### config.mk
export PLATFORM = sky130hd
export DESIGN_NAME = glitc_dedisperse_fir
export DESIGN_NICKNAME = d
export VERILOG_FILES = /design/src/rtl/glitc_dedisperse_fir.sv
export SDC_FILE = /design/constraint.sdc
export NUM_CORES = 2
export LEC_CHECK = 0
export CAP_MARGIN = 15
export CORE_UTILIZATION = 45
export DETAILED_ROUTE_END_ITERATION = 8
export HOLD_SLACK_MARGIN = 0.05
export PLACE_DENSITY_LB_ADDON = 0.3
export SYNTH_ARGS = -nofsm -noshare
export SYNTH_HDL_FRONTEND = slang
export SYNTH_SLANG_ARGS = --single-unit
### constraint.sdc
create_clock -name clk_i -period 14.7 [get_ports clk_i]
set_clock_uncertainty 0.1 [all_clocks]
set_input_delay 2.94 -clock clk_i [delete_from_list [all_inputs] [get_ports clk_i]]
set_output_delay 2.94 -clock clk_i [all_outputs]
set_load 0.03 [all_outputs]
### src/rtl/glitc_dedisperse_fir.sv
// glitc_dedisperse_fir
// Pipelined FIR dedispersion stage for the GLITC trigger path. One word of
// DEMUX unsigned offset-coded samples enters per clock. Each sample is
// convolved with a runtime-loadable tap set, requantised and clamped. Output
// arrives two clocks later. Bypass mode delays the raw word through the same
// two registers, so switching modes never changes latency.
module glitc_dedisperse_fir #(
    parameter int NBITS      = 3,
    parameter int DEMUX      = 16,
    parameter int NTAPS      = 8,
    parameter int COEFF_BITS = 4,
    parameter int SHIFT      = 2
) (
    input  logic                                         clk_i,
    input  logic                                         rst_n_i,
    input  logic [DEMUX*NBITS-1:0]                       raw_i,
    output logic [DEMUX*NBITS-1:0]                       filter_o,
    output logic                                         valid_o,
    input  logic                                         mode_i,
    input  logic                                         coef_wr_i,
    input  logic [((NTAPS > 1) ? $clog2(NTAPS) : 1)-1:0] coef_addr_i,
    input  logic [COEFF_BITS-1:0]                        coef_dat_i,
    input  logic                                         coef_commit_i,
    output logic                                         sat_o,
    output logic [15:0]                                  sat_count_o
);

    localparam int W     = DEMUX * NBITS;
    // Words of history needed to reach back NTAPS-1 samples; this sets how
    // long the output must wait before it is fully primed.
    localparam int HIST  = (NTAPS - 1 + DEMUX - 1) / DEMUX;
    // Only the most recent NTAPS-1 samples of that history are ever read, so
    // only those are stored.
    localparam int HSW   = (NTAPS > 1) ? (NTAPS - 1) : 1;
    localparam int EXTN  = DEMUX + HSW;
    localparam int PW    = NBITS + COEFF_BITS;
    localparam int ACCW  = NBITS + COEFF_BITS + $clog2(NTAPS) + 1;
    localparam int VDONE = HIST + 2;
    localparam int VCW   = $clog2(VDONE + 1);

    localparam logic [NBITS-1:0]             MID   = {1'b1, {(NBITS-1){1'b0}}};
    localparam logic signed [COEFF_BITS-1:0] C0    = COEFF_BITS'(1 << SHIFT);
    localparam logic signed [ACCW-1:0]       HALF  = ACCW'(1 << (NBITS - 1));
    localparam logic signed [ACCW-1:0]       MAXC  = ACCW'((1 << NBITS) - 1);

    // Coefficient banks
    logic signed [COEFF_BITS-1:0] shadCoef_q [NTAPS];
    logic signed [COEFF_BITS-1:0] shadCoef_d [NTAPS];
    logic signed [COEFF_BITS-1:0] actCoef_q  [NTAPS];

    // Stage 1: history, products, bypass copy and mode tag
    logic [HSW*NBITS-1:0]  hist_q;
    logic [EXTN*NBITS-1:0] ext;
    logic signed [PW-1:0]  prod_q [DEMUX][NTAPS];
    logic signed [PW-1:0]  prod_d [DEMUX][NTAPS];
    logic [W-1:0]          rawDly_q;
    logic                  mode_q;

    // Stage 2: accumulate, requantise, saturation status
    logic signed [ACCW-1:0] acc_d [DEMUX];
    logic [W-1:0]           filt_d;
    logic [DEMUX-1:0]       satVec_d;
    logic [W-1:0]           filter_q;
    logic                   sat_q;
    logic [15:0]            satCount_q;
    logic [VCW-1:0]         validCnt_q;
    logic                   valid_q;

    // Stream-ordered view: stored history samples first (oldest at index 0),
    // then the current word.
    assign ext = {raw_i, hist_q};

    // Convert an offset code to signed and multiply by one tap coefficient.
    function automatic logic signed [PW-1:0] mulTap(
        input logic [NBITS-1:0]             code,
        input logic signed [COEFF_BITS-1:0] coef
    );
        logic signed [NBITS-1:0] xs;
        logic signed [PW-1:0]    a;
        logic signed [PW-1:0]    b;
        xs = code ^ MID;
        a  = PW'(xs);
        b  = PW'(coef);
        return a * b;
    endfunction

    // Floor-shift the accumulator, re-add the offset and clamp; MSB of the
    // result flags that the clamp engaged.
    function automatic logic [NBITS:0] requant(input logic signed [ACCW-1:0] acc);
        logic signed [ACCW-1:0] t;
        t = (acc >>> SHIFT) + HALF;
        if (t < 0) begin
            return {1'b1, {NBITS{1'b0}}};
        end
        if (t > MAXC) begin
            return {1'b1, {NBITS{1'b1}}};
        end
        return {1'b0, t[NBITS-1:0]};
    endfunction

    // Shadow-bank next state: an in-range write lands here, so a same-cycle commit sees it.
    always_comb begin
        shadCoef_d = shadCoef_q;
        if (coef_wr_i && (int'(coef_addr_i) < NTAPS)) begin
            shadCoef_d[coef_addr_i] = coef_dat_i;
        end
    end

    // Bank registers: writes touch only the shadow, a commit copies it to the active bank.
    always_ff @(posedge clk_i or negedge rst_n_i) begin
        if (!rst_n_i) begin
            for (int k = 0; k < NTAPS; k++) begin
                shadCoef_q[k] <= (k == 0) ? C0 : '0;
                actCoef_q[k]  <= (k == 0) ? C0 : '0;
            end
        end else begin
            shadCoef_q <= shadCoef_d;
            if (coef_commit_i) begin
                actCoef_q <= shadCoef_d;
            end
        end
    end

    // All products of every sample against every tap, using the active bank only.
    always_comb begin
        for (int i = 0; i < DEMUX; i++) begin
            for (int k = 0; k < NTAPS; k++) begin
                prod_d[i][k] = mulTap(ext[(HSW + i - k)*NBITS +: NBITS], actCoef_q[k]);
            end
        end
    end

    // Stage 1 register: products, raw copy for bypass, mode tag and sample history.
    always_ff @(posedge clk_i or negedge rst_n_i) begin
        if (!rst_n_i) begin
            hist_q   <= {HSW{MID}};
            rawDly_q <= {DEMUX{MID}};
            mode_q   <= 1'b0;
            prod_q   <= '{default: '0};
        end else begin
            hist_q   <= ext[EXTN*NBITS-1 -: HSW*NBITS];
            rawDly_q <= raw_i;
            mode_q   <= mode_i;
            prod_q   <= prod_d;
        end
    end

    // Sum the registered products for each output sample.
    always_comb begin
        for (int i = 0; i < DEMUX; i++) begin
            acc_d[i] = '0;
            for (int k = 0; k < NTAPS; k++) begin
                acc_d[i] = acc_d[i] + ACCW'(prod_q[i][k]);
            end
        end
    end

    // Requantise each sum back to an offset code and collect clamp flags.
    always_comb begin
        filt_d   = '0;
        satVec_d = '0;
        for (int i = 0; i < DEMUX; i++) begin
            {satVec_d[i], filt_d[i*NBITS +: NBITS]} = requant(acc_d[i]);
        end
    end

    // Stage 2 register: the mode tag picked up in stage 1 chooses filtered or raw data.
    always_ff @(posedge clk_i or negedge rst_n_i) begin
        if (!rst_n_i) begin
            filter_q <= {DEMUX{MID}};
            sat_q    <= 1'b0;
        end else begin
            filter_q <= mode_q ? filt_d : rawDly_q;
            sat_q    <= mode_q & (|satVec_d);
        end
    end

    // Saturating count of clocks on which sat_o was high.
    always_ff @(posedge clk_i or negedge rst_n_i) begin
        if (!rst_n_i) begin
            satCount_q <= '0;
        end else if (sat_q && (satCount_q != 16'hFFFF)) begin
            satCount_q <= satCount_q + 16'd1;
        end
    end

    // Priming counter: valid_o rises on the (HIST+2)th clock after reset release and stays high.
    always_ff @(posedge clk_i or negedge rst_n_i) begin
        if (!rst_n_i) begin
            validCnt_q <= '0;
            valid_q    <= 1'b0;
        end else begin
            if (validCnt_q != VCW'(VDONE)) begin
                validCnt_q <= validCnt_q + VCW'(1);
            end
            valid_q <= valid_q | (validCnt_q == VCW'(VDONE - 1));
        end
    end

    assign filter_o    = filter_q;
    assign sat_o       = sat_q;
    assign sat_count_o = satCount_q;
    assign valid_o     = valid_q;

endmodule

==> summary.txt <==
Route
  • Total routed wirelength: 263000 um
  • Antenna Nets Post-Route: 0
  • Number of DRC markers in iteration 0: 3777
  • Total iterations of the first detailed-routing run: 5
  • Total number of vias: 65326
  • Wire length per cell: 20.3 um
  • Via-per-instance ratio: 5.04
  • Post-detailed-route DRC marker count: 0

Setup path
  • Worst path buffer plus inverter count: 2
  • Kind of cell adding the most delay to the critical path: adder cells
  • Endpoint type of the worst setup path: flop
  • Largest fanout of any net on the critical path: 6
  • Critical path class: reg -> reg
  • Worst EP required: 15240 ps
  • List of cells traversed by the critical path: fa_1 > fa_1 > fa_1 > inv_1 > fa_1 > inv_1 > ha_1 > and3_1 > a2111oi_0 > xor2_1 > or4b_4 > nor4b_2 > a31oi_1 > a221o_1 > nor2_1 > a41oi_1
  • Delay of the slowest critical-path stage: 760 ps
  • Dominant cell type by count on the critical path: fa_1
  • Worst-path cell with the longest stage delay: nor2_1
  • Reg-to-reg slack, setup: 8000 ps
  • CP startpoint kind: flop
  • Worst endpoint data arrival time: 7240 ps

Clock network
  • Number of hold buffers added after cts: 0
  • TritonCTS Buffers: 138
  • CTS tree: yes
  • Number of gates resized after cts: 0
  • Maximum clock insertion buffer count: 3
  • Total number of H-tree levels: 4
  • Number of setup buffers added after CTS: 0
  • Cell at the root of the clock tree: clkbuf_16
  • Clock input transition at the sequential cells of the worst setup and hold paths: 60 ps
  • Clock latency of the later-clocked register in the worst-skew pair: 810 ps
  • Total number of clock tree sinks: 1077

Placement
  • Area of placed instances: 106000 sq um
  • Post-DP HPWL: 186000 um
  • Count of input and output buffers: 125
  • Weighted congestion reported at the end of routability-driven placement: 0.864

Timing
  • Crit share post-route: 45.6%
  • Final Hold Viols: 0
  • Post-route setup TNS: 0 ps
  • Final setup vio count: 0
  • Number of slew-limit violations in the final report: 0
  • Final min period: 6700 ps
  • Worst max-slew margin expressed relative to the limit: 6.16%
  • Setup repair after global routing missed its margin: false
  • Maximum operating frequency: 0.149 GHz
  • Worst slew pin tran: 1410 ps

Synthesis
  • Part of the Yosys area used for sequential elements: 26.6%
  • Warning count from the yosys run: 0
  • Unique masters post-synth: 80
  • Synth top area cells: fa_1 (27%), dfrtp_1 (26%), ha_1 (15%), inv_1 (9.3%), xnor2_1 (4.0%)
  • Syn_nets: 12462
  • Synth Flop Type: dfrtp_1
  • Cells after Synth: 9807
  • Cell Area, Synth: 101000 sq um
  • Number of flops mapped to enable cells by yosys: 0
  • Number of synthesized register bits: 1077
  • Post-synthesis area per instance: 10.3 sq um
  • Top-area cell type share of the netlist area: 26.9%
  • Share of flip-flops with an asynchronous set or reset: 100%
  • Largest area contributor in the netlist: fa_1

Floorplan
  • Die width: 477 um
  • Std-Cell Core Area: 223000 sq um
  • Starting density of the core: 45.4%
  • Number of primary I/O pins: 126
  • Total number of placement rows: 173
  • Die Span Y: 477 um
  • Die Footprint: 227000 sq um

Status
  • Outcome: completed

GRT
  • Maximum number of pins on one net before global-route repair: 155
  • Number of antenna violations at the first check in global routing: 19
  • Total grt overflow: 0
  • Number of global-route vias before repair: 71465
  • GR Util All Layers: 24.1%
  • Global-route wire length before repair: 415000 um

Cells and area
  • Number of inserted filler cells in the final layout: 20059
  • Total non-filler cell area in the finished layout: 111000 sq um
  • Area Overhead vs Synth: 9.25%
  • Count of nets after finishing: 12517
  • Fraction of final layout cells sized beyond drive strength 1: 8.18%

Job
  • Max-cap violations: 0

Hold path
  • Hold crit path type: reg -> reg
[flip-flops by register name (all words and copies together), names as in the netlist]
register / cells
filter_o: 48
sat_count_o: 16
sat_o: 1
rawDly_q: 47
valid_o: 1
validCnt_q: 2
hist_q: 1
actCoef_q: 32
shadCoef_q: 32
prod_q: 896
mode_q: 1
[metal layers]
layer | share of wire (%) | vias up | track usage (%) | routed length, um
met3 | 4.4 | 414 | 3.01 | 11600
met1 | 42 | 33956 | 30.8 | 111000
met5 | 0.0087 | - | 0 | 23
met4 | 4.1 | 4 | 9.26 | 10800
li1 | - | 29629 | - | -
met2 | 49 | 1323 | 41.4 | 130000
[cells in the mapped netlist (all sizes together) (7+ instances only)]
master and count:
nor3 49, mux2i 55, a221o 7, dfstp 34, o31ai 7, o2111ai 17, nor2 189, clkbuf 287
o21ai 122, o21bai 19, nand2 616, or2 328, a21o 179, a21oi 185, and3 41, a2111oi 9
mux2 65, nand3 55, or3 29, dfrtp 1043, nand4 16, a31oi 11, nor4 17, o2bb2ai 40
o211ai 12, fa 1361, buf 20, ha 1234, a211oi 28, a221oi 7, xor2 176, and2 499
inv 2503, xnor2 458
[cells in the final DEF (no fill, tap or decap), types with 29 or more instances in the layout]
cell             instances
clkbuf_8                29
nor2_1                 189
clkbuf_16              139
or3_1                   29
fa_1                  1361
nor3_1                  49
xnor2_1                458
and2_1                 498
mux2_2                  65
buf_4                   93
o2bb2ai_1               40
xor2_1                 176
and3_1                  41
clkdlybuf4s50_1        111
inv_1                 2502
a21oi_1                185
nand3_1                 55
or2_2                  328
o21ai_0                120
ha_1                  1234
nand2_1                616
mux2i_1                 55
a21o_1                 179
dfrtp_1               1009
dfstp_2                 34
[stage by stage]
step / std cells / utilization [%] / setup slack [ps] / hold WS [ps]
2_1_floorplan: 9807 / - / 9230 / 331
3_3_place_gp: 12695 / 47.5 / 7400 / 351
3_5_place_dp: 12697 / 47.5 / 8100 / 344
4_1_cts: 12945 / 49.6 / 8050 / 361
5_1_grt: 12946 / 49.6 / 7720 / 370
6_report: 12956 / 49.6 / 8000 / 355
[worst paths after layout]
check | depth (start not counted) | to | start
setup / recovery | 16 | sat_o | prod_q[174]
hold / removal | 1 | filter_o[9] | rawDly_q[9]
setup reg to reg | 16 | sat_o | prod_q[174]
hold reg to reg | 1 | filter_o[9] | rawDly_q[9]
max in group asynchronous | 4 | actCoef_q[14] | rst_n_i
min in group asynchronous | 1 | filter_o[43] | rst_n_i
[cells by family (layout without fill, tap and decap cells)]
logic type | Yosys count | after routing | synth area share [%]
other | 0 | 11 | 0
adder cells (fa/ha/maj) | 2595 | 2595 | 42.1
multiplexers | 120 | 120 | 1.26
AND/OR/NAND/NOR | 1879 | 1879 | 9.57
flip-flops | 1077 | 1077 | 26.6
buffers and inverters | 2810 | 2973 | 10.4
AO/OA/AOI/OAI | 692 | 692 | 4.56
XOR/XNOR | 634 | 634 | 5.48
[cell type report]
type                    count  area, sq um  area share, %
well taps                2975         3720           3.36
repair buffers            222         1970           1.78
inverters                2503         9400           8.48
diodes                     11         27.5         0.0248
multi-input cells        5920        63900           57.7
clock inverters            55          761          0.687
flip-flops and latches   1077        27100           24.4
clock buffers             193         3970           3.59
Power is left out: the tool's default activity adds up to more than one toggle a clock period on the data nets, which glitch-free logic cannot reach.
